$ cat config.mk
export PLATFORM = sky130hd
export DESIGN_NAME = dma_bus_arbiter
export DESIGN_NICKNAME = d
export VERILOG_FILES = /design/src/rtl/dma_bus_arbiter_pkg.sv /design/src/rtl/dma_bus_arbiter_intr_latch.sv /design/src/rtl/dma_bus_arbiter.sv
export SDC_FILE = /design/constraint.sdc
export NUM_CORES = 1
export LEC_CHECK = 0
export ABC_AREA = 1
export CAP_MARGIN = 20
export CELL_PAD_IN_SITES_DETAIL_PLACEMENT = 1
export CELL_PAD_IN_SITES_GLOBAL_PLACEMENT = 1
export CORE_ASPECT_RATIO = 1.25
export CORE_MARGIN = 2
export CORE_UTILIZATION = 30
export DETAILED_ROUTE_END_ITERATION = 12
export PLACE_DENSITY = 0.84
export SLEW_MARGIN = 20
export SYNTH_ARGS = -nofsm -noshare
export SYNTH_HDL_FRONTEND = slang
export SYNTH_HIERARCHICAL = 1
export SYNTH_SLANG_ARGS = --single-unit
$ cat constraint.sdc
create_clock -name clk -period 1.5 [get_ports clk]
set_clock_uncertainty 0.1 [all_clocks]
set_input_delay 0.225 -clock clk [delete_from_list [all_inputs] [get_ports clk]]
set_output_delay 0.225 -clock clk [all_outputs]
set_load 0.05 [all_outputs]
$ cat src/rtl/dma_bus_arbiter_pkg.sv
// Shared types and default widths for the DMA bus-request arbiter.
package dma_bus_arbiter_pkg;

  localparam int unsigned DEFAULT_ADDR_W = 16;
  localparam int unsigned DEFAULT_LEN_W  = 4;

  typedef enum logic [1:0] {
    StIdle    = 2'd0,
    StWaitCpu = 2'd1,
    StGrant   = 2'd2,
    StRelease = 2'd3
  } arb_state_e;

endpackage

$ cat src/rtl/dma_bus_arbiter_intr_latch.sv
// Rising-edge interrupt latch: an edge sets pending, ack clears it, set wins on a tie.
module dma_bus_arbiter_intr_latch (
  input  logic clk,
  input  logic reset,
  input  logic src,
  input  logic ack,
  output logic rise,
  output logic pending
);

  logic src_prev;

  assign rise = src & ~src_prev;

  always_ff @(posedge clk or posedge reset) begin
    if (reset) begin
      src_prev <= 1'b0;
      pending  <= 1'b0;
    end else begin
      src_prev <= src;
      if (rise) begin
        pending <= 1'b1;
      end else if (ack) begin
        pending <= 1'b0;
      end
    end
  end

endmodule

$ cat src/rtl/dma_bus_arbiter.sv
// CPU-side DMA responder: command forwarding, bus request/grant arbitration and
// completion interrupt latching.
module dma_bus_arbiter
  import dma_bus_arbiter_pkg::*;
#(
  parameter int unsigned ADDR_W     = DEFAULT_ADDR_W,
  parameter int unsigned LEN_W      = DEFAULT_LEN_W,
  parameter int unsigned TURNAROUND = 1,
  parameter int unsigned CNT_W      = 16
) (
  input  logic              clk,
  input  logic              reset,
  input  logic              cmd_valid,
  input  logic [ADDR_W-1:0] cmd_addr,
  input  logic [LEN_W-1:0]  cmd_len,
  output logic              cmd_ready,
  output logic              dma_start,
  output logic [ADDR_W-1:0] dma_addr,
  output logic [LEN_W-1:0]  dma_len,
  input  logic              br,
  output logic              bg,
  input  logic              cpu_mem_busy,
  output logic              cpu_stall,
  output logic              mem_owner,
  input  logic              dma_intr,
  input  logic              intr_ack,
  output logic              intr_pending,
  output logic [CNT_W-1:0]  grant_count
);

  localparam logic [2:0] TaLast = 3'(TURNAROUND - 1);

  arb_state_e state;
  logic [2:0] ta_cnt;
  logic       dma_busy;
  logic       intr_rise;

  dma_bus_arbiter_intr_latch u_intr_latch (
    .clk     (clk),
    .reset   (reset),
    .src     (dma_intr),
    .ack     (intr_ack),
    .rise    (intr_rise),
    .pending (intr_pending)
  );

  // Combinational so the CPU is held off in the very cycle br appears.
  assign cpu_stall = (state != StIdle) | br;
  assign cmd_ready = ~dma_busy;

  always_ff @(posedge clk or posedge reset) begin
    if (reset) begin
      dma_busy  <= 1'b0;
      dma_start <= 1'b0;
      dma_addr  <= '0;
      dma_len   <= '0;
    end else begin
      dma_start <= 1'b0;
      if (cmd_valid && !dma_busy) begin
        dma_busy  <= 1'b1;
        dma_start <= 1'b1;
        dma_addr  <= cmd_addr;
        dma_len   <= cmd_len;
      end else if (intr_rise) begin
        dma_busy <= 1'b0;
      end
    end
  end

  // Grant only issues on an edge where no CPU access is in flight.
  always_ff @(posedge clk or posedge reset) begin
    if (reset) begin
      state       <= StIdle;
      bg          <= 1'b0;
      mem_owner   <= 1'b0;
      ta_cnt      <= '0;
      grant_count <= '0;
    end else begin
      case (state)
        StIdle: begin
          if (br && cpu_mem_busy) begin
            state <= StWaitCpu;
          end else if (br) begin
            state     <= StGrant;
            bg        <= 1'b1;
            mem_owner <= 1'b1;
          end
        end
        StWaitCpu: begin
          if (!br) begin
            state <= StIdle;
          end else if (!cpu_mem_busy) begin
            state     <= StGrant;
            bg        <= 1'b1;
            mem_owner <= 1'b1;
          end
        end
        StGrant: begin
          if (!br) begin
            state     <= StRelease;
            bg        <= 1'b0;
            mem_owner <= 1'b0;
            ta_cnt    <= '0;
            if (grant_count != {CNT_W{1'b1}}) begin
              grant_count <= grant_count + 1'b1;
            end
          end
        end
        StRelease: begin
          if (ta_cnt == TaLast) begin
            state <= StIdle;
          end else begin
            ta_cnt <= ta_cnt + 3'd1;
          end
        end
        default: begin
          state     <= StIdle;
          bg        <= 1'b0;
          mem_owner <= 1'b0;
        end
      endcase
    end
  end

endmodule

==> results of run 1 <==
## kinds of logic (layout without fill, tap and decap cells)
kind of cell             Yosys count  count (layout)
AO/OA/AOI/OAI                     11              11
flip-flops                        46              46
XOR/XNOR                           7               7
buffers and inverters             39             156
AND/OR/NAND/NOR                  184             186
adder cells (fa/ha/maj)            3               3
## cell type report
cell class / instances / area, um^2
inverters: 32 / 130
fillers: 821 / 3260
clock inverters: 1 / 8.76
clock buffers: 7 / 96.3
multi-input cells: 207 / 1060
well taps: 92 / 115
flip-flops and latches: 46 / 1170
repair buffers: 116 / 1520
## stage by stage
stage	std cells	total power [mW]	utilization, %	setup WS [ns]
after global placement	468	5.14	49.8	-0.0347
after CTS	482	6.24	52.2	-0.000826
after detailed placement	468	5.26	49.8	-0.0940
after global routing	501	6.89	55.6	-0.0941
final	501	6.56	55.6	-0.00370
after floorplan	290	3.55	-	-0.131
## power by group
part	internal, mW	leakage, nW	switching [mW]
clock network	0.423	0.0544	0.433
logic	1.78	1.39	1.96
registers	1.56	0.563	0.405
## cell usage after synthesis
cell	number	area share, %
nand2_1	141	23
dfrtp_1	46	51
inv_1	30	5.0
nor2_1	15	2.5
nand3_1	11	2.4
o21ai_0	7	1.5
xnor2_1	6	2.3
nand4_1	5	1.4
clkbuf_1	4	0.66
ha_1	3	1.7
buf_6	2	0.99
nand2_2	2	0.55
nand3b_1	2	0.66
nor2_2	2	0.55
a21oi_1	1	0.22
a31oi_1	1	0.28
buf_4	1	0.33
inv_2	1	0.17
inv_4	1	0.28
nand2_4	1	0.50
nand2_8	1	0.88
nand3_2	1	0.44
nor2_4	1	0.50
nor2_8	1	0.88
nor3_1	1	0.22
o211ai_1	1	0.33
o21a_1	1	0.33
xor2_1	1	0.39
## sequential cells by signal (all words and copies together) (netlist names)
register and count:
mem_owner 1, dma_len 4, u_intr_latch/pending 1, dma_addr 16, u_intr_latch/src_prev 1, ta_cnt 3
grant_count 16, dma_busy 1, state 2, dma_start 1
## cells in the final DEF, fill, tap and decap left out, types with 2 or more instances in the layout
master / count
nand2_4: 2
clkbuf_8: 7
nand2_8: 2
nor2_2: 5
nand3b_1: 2
inv_2: 4
dfrtp_2: 15
buf_4: 43
dfrtp_1: 31
clkdlybuf4s50_1: 26
nand2_2: 9
nand3_1: 10
ha_1: 2
nand4_1: 5
o21ai_0: 6
buf_12: 46
inv_1: 25
xnor2_1: 6
nor2_1: 10
nor2_4: 3
nand2_1: 134
## path summary, 6_finish.rpt
check | startpoint | endpoint | cells after the start
setup / recovery | grant_count[9] | grant_count[9] | 9
hold / removal | reset | u_intr_latch/pending | 2
setup reg to reg | grant_count[9] | grant_count[9] | 9
hold reg to reg | u_intr_latch/src_prev | u_intr_latch/pending | 3
max in group asynchronous | reset | grant_count[2] | 3
min in group clk | dma_intr | u_intr_latch/src_prev | 1
## layer usage
| layer | wire length, um | GRT usage (%) | vias up |
|---|---|---|---|
| met4 | 82 | 3.08 | 0 |
| met2 | 4450 | 34.9 | 68 |
| met1 | 2720 | 18.0 | 1144 |
| li1 | - | - | 1122 |
| met5 | 0 | 0 | - |
| met3 | 378 | 4.37 | 8 |
## timing repair
item	4_1_cts	5_1_grt
cloned	0	2
hold buffers	0	0
pin swaps	2	9
setup buffers	6	17
resized for setup	5	22
setup endpoints to repair	7	22
==> flow_summary.yaml, run 1 <==
outcome:
  status: "complete, but fails checks"
  violations: "setup timing"
hold_path:
  hp-class: "primary input to asynchronous set/reset pin"
final_layout:
  syn2layout_area_growth_pct: 80.4
  fin_nets: 438
  antennaDiodeCount: 0
  stdcell_area_um2: 4090
  layout-drive-gt1-share_pct: 35.5
yosys:
  synth-xor-area-share_pct: 2.70
  synthSimpleGateAreaFrac_pct: 34.8
  syn_area_per_cell_um2: 7.82
  synth_fa_ha_area_share_pct: 1.65
  synth_cell_type_count: 28
  synth_nets: 320
  syn_inst: 290
  netlist_area_um2: 2270
  seq_area_frac_synth_pct: 50.7
  synth_seq_cells: 46
  synth_top_family_by_area: "simple AND/OR/NAND/NOR gates"
  synth_compound_area_share_pct: 2.70
  synthMuxAreaShare_pct: 0
  synth_warnings: 6
setup_path:
  startpoint_type: "flip-flop"
  crit_path_max_incr_delay_ns: 0.43
  worstPathCellList: "nand2_1 > inv_2 > nand2_1 > nor2_2 > nand2_4 > nand2_8 > inv_8 > nand2_1 > nand2_1"
  crit_family: "simple AND/OR/NAND/NOR gates"
  crit_required_ns: 1.58
  critPathMaxFanout: 11
  crit_path_frequent_cell: "nand2_1"
  worstPathArrival_ns: 1.58
  worst-r2r-setup-slack_ns: -0.004
  cp_slowest_cell: "dfrtp_2"
  cp_num_buf_inv: 2
  critPathCaptureType: "flip-flop"
  critPathKind: "flip-flop to flip-flop"
clock_tree:
  cts_tree: "yes"
  clk_latency_ns: 0.29
  cts_max_path_buffers: 2
  cts.htree.levels: 2
  clock_sinks: 46
  cts_root_buf: "clkbuf_8"
  clk_pin_slew_worst_paths_ns: 0.09
  cts_buffers: 5
floorplanning:
  ioPinCount: 69
  core_um2: 7360
  dieArea_um2: 8280
  die_w_um: 81.8
  rows: 35
  die_y_um: 101
  start_util_pct: 30.8
route:
  ant_nets: 0
  wl_per_cell_um: 15.2
  finalWirelength_um: 7630
  drc_errors: 0
  drt_iter0_markers: 96
  first_pass_iters: 4
  vias: 2342
  post_drt_via_cell_ratio: 4.67
timing:
  fmax_mhz: 665
  hold_violations: 0
  setup_violations: 2
  hold-worst-slack_ns: 0.0157
  slew_viol_final: 0
  worstMarginPinSlew_ns: 0.352
  slew_headroom_pct: 76.6
  fin_crit_sh_pct: 100
  setup_tns_ns: -0.00388
  rsz0062_at_grt: "true"
  finalWorstSetupSlack_ns: -0.00370
  fin_crit_ns: 1.50
power_and_ir_drop:
  peakVddDrop_mv: 0.865
  leakage_nw: 2.01
  powerDensity_nw_per_um2: 1600
global_route:
  globalRouteTotalUtil_pct: 17.5
  antenna_found_initial: 0
  grt_max_degree: 26
  gr-total-overflow: 0
  grt_pass1_vias: 2448
  grt_pass1_wl_um: 11300
placement:
  portBuffers: 68
  placed_area_um2: 3670
  place_hpwl_um: 5210
  routabilityCongestion: 0.778
job:
  max_cap_viol_count: 0
Note: power is estimated with default switching activity, not from simulation.
==> run 2: changes to the inputs <==
- ABC_AREA: 1 -> not set
- CORE_UTILIZATION: 30 -> 32
- RECOVER_POWER: not set -> 100
==> flow_summary.yaml, run 2 <==
clock_tree:
  cts_buffers: 5
  cts_max_path_buffers: 2
  cts_root_buf: "clkbuf_8"
  clk_pin_slew_worst_paths_ns: 0.09
  clk_latency_ns: 0.30
  cts_tree: "yes"
  cts.htree.levels: 2
  clock_sinks: 46
  postCtsHoldBufs: 0
global_route:
  grt_max_degree: 45
  grt_pass1_wl_um: 11500
  gr-total-overflow: 0
  globalRouteTotalUtil_pct: 21.3
  grt_pass1_vias: 2021
  antenna_found_initial: 0
setup_path:
  crit_family: "flip-flops"
  crit_start: "state[1]"
  critPathCaptureType: "output port"
  cp_num_buf_inv: 2
  rr_worst_depth: 5
  cp-endpoint: "cpu_stall"
  r2r-end: "grant_count[11]"
  crit_path_max_incr_delay_ns: 0.40
  critPathMaxFanout: 2
  crit_required_ns: 1.17
  worst-r2r-setup-slack_ns: -0.17
  cp_slowest_cell: "dfrtp_1"
  worstPathArrival_ns: 1.37
  critPathKind: "flip-flop to output port"
  path_depth: 3
  startpoint_type: "flip-flop"
  r2r-start: "grant_count[12]"
  worstPathCellList: "buf_6 > or3_4 > buf_8"
final_layout:
  largestRegisters: "dma_addr x16, grant_count x16, dma_len x4"
  num-fill-cells: 632
  antennaDiodeCount: 0
  fin_cells: 374
  layout-drive-gt1-share_pct: 57.4
  syn2layout_area_growth_pct: 75.7
  layout_commonest_cell: "buf_4"
  stdcell_area_um2: 3640
  final_cell_mix: "36 x buf_4, 30 x dfrtp_1, 28 x clkbuf_2"
  fin_nets: 318
yosys:
  yosysMostFrequentCell: "dfrtp_1"
  async_reset_ff_share_pct: 100
  synth_top_family_by_area: "simple AND/OR/NAND/NOR gates"
  synth_fa_ha_area_share_pct: 1.81
  synth_ff_type: "dfrtp_1"
  synthTopCellsByCount: "46 x dfrtp_1, 20 x mux2_2, 11 x inv_1"
  synth_seq_cells: 46
  synth_top_area_share_pct: 55.6
  synthTopCellsByArea: "dfrtp_1 56%, mux2_2 11%, xor2_1 3.4%"
  synth-xor-area-share_pct: 5.92
  synth_edf_count: 0
  synth_compound_area_share_pct: 5.74
  netlist_area_um2: 2070
  synthMuxAreaShare_pct: 11.9
  synth_cell_type_count: 38
  synthSimpleGateAreaFrac_pct: 15.5
  seq_area_frac_synth_pct: 55.6
  yosysTopAreaCell: "dfrtp_1"
  syn_area_per_cell_um2: 12.5
  syn_inst: 166
  synth_warnings: 6
  synth_nets: 196
floorplanning:
  rows: 32
  die_y_um: 93.9
  ioPinCount: 69
  core_um2: 6210
  die_w_um: 76.0
  dieArea_um2: 7130
  start_util_pct: 33.4
placement:
  routabilityCongestion: 0.766
  placed_area_um2: 3550
  place_hpwl_um: 4570
  dpl.cell_count: 348
  portBuffers: 68
route:
  wl_per_cell_um: 19.2
  finalWirelength_um: 7190
  vias: 1784
  post_drt_via_cell_ratio: 4.77
  ant_nets: 0
  drc_errors: 0
  drt_iter0_markers: 24
  first_pass_iters: 4
timing:
  hold_violations: 0
  rsz0062_at_grt: "true"
  fin_crit_sh_pct: 113
  fin_crit_ns: 1.69
  setup_violations: 27
  slew_viol_final: 0
  finalWorstSetupSlack_ns: -0.193
  fmax_mhz: 591
  worstMarginPinSlew_ns: 0.610
  slew_headroom_pct: 59.4
power_and_ir_drop:
  powerDensity_nw_per_um2: 1630
  peakVddDrop_mv: 1.28
  leakage_nw: 1.67
hold_path:
  hp-class: "primary input to asynchronous set/reset pin"
job:
  max_cap_viol_count: 0
outcome:
  status: "complete, but fails checks"
  violations: "setup timing"
-- run 2: changes by cell type in the layout (fill, tap and decap cells not counted), sizes merged, moves of 3 or more --
cell and change:
clkdlybuf4s50 -3, a22o +3, buf -29, mux2 +21, nand3 -5, and3 +4
clkbuf +33, nand2 -139, xor2 +7, nor2 -13, inv -21, a21oi +3
-- run 2: worst min path at each step --
stage          slack (ns)               endpoint   from
2_1_floorplan       -0.13   u_intr_latch/pending  reset
3_3_place_gp         0.32   u_intr_latch/pending  reset
3_5_place_dp         0.34   u_intr_latch/pending  reset
4_1_cts              0.01  u_intr_latch/src_prev  reset
5_1_grt              0.16   u_intr_latch/pending  reset
6_report             0.14   u_intr_latch/pending  reset
-- run 2: cell families after synthesis --
| kind of cell | Yosys count |
|---|---|
| muxes | 22 |
| adders and majority gates | 3 |
| DFF | 46 |
| AOI/OAI and AO/OA | 18 |
| xor gates and xnor gates | 14 |
| buffers and inverters | 17 |
| and+or+nand+nor | 46 |
-- run 2: power breakdown --
group	leakage [nW]	total (mW)	internal [mW]	switching [mW]
registers	0.549	1.80	1.58	0.220
logic	1.05	2.99	1.13	1.86
clock network	0.0714	1.15	0.711	0.435
-- run 2: what timing repair did --
action                     4_1_cts  5_1_grt
setup buffers                   16        2
pin swaps                       13       10
gates resized for setup         41        8
setup endpoints to repair       15       21
-- run 2: area by class of cell --
class,count,area (um^2),share of cell area [%]
sequential,46,1170,32.2
inverter,11,41.3,1.13
timing repair buffer,121,1130,31.1
multi-input combinational,103,1050,28.8
tap,85,106,2.92
clock inverter,2,60.1,1.65
clock buffer,6,82.6,2.27
-- run 2: layer usage --
metal | share of wire, % | global-route usage [%]
met4 | 1.5 | 7.73
met2 | 57 | 41.9
met3 | 3.5 | 3.56
met5 | 0 | 0
met1 | 38 | 22.9
-- run 2: stage by stage --
stage	total power, mW	setup slack, ns	setup TNS [ns]	util (%)	hold WS [ns]
after floorplan	3.53	-0.221	-1.68	-	-0.134
after global placement	5.39	-0.330	-6.64	57.2	0.318
after detailed placement	5.50	-0.433	-8.44	57.2	0.340
after CTS	6.86	-0.191	-1.06	64.5	0.0107
after global routing	6.18	-0.259	-4.90	58.6	0.162
final	5.93	-0.193	-2.32	58.6	0.141
==> run 3: changes to the inputs <==
- CTS_CLUSTER_DIAMETER: not set -> 200
==> results of run 3 <==
Final layout, timing and power as in run 2 (identical DEF).
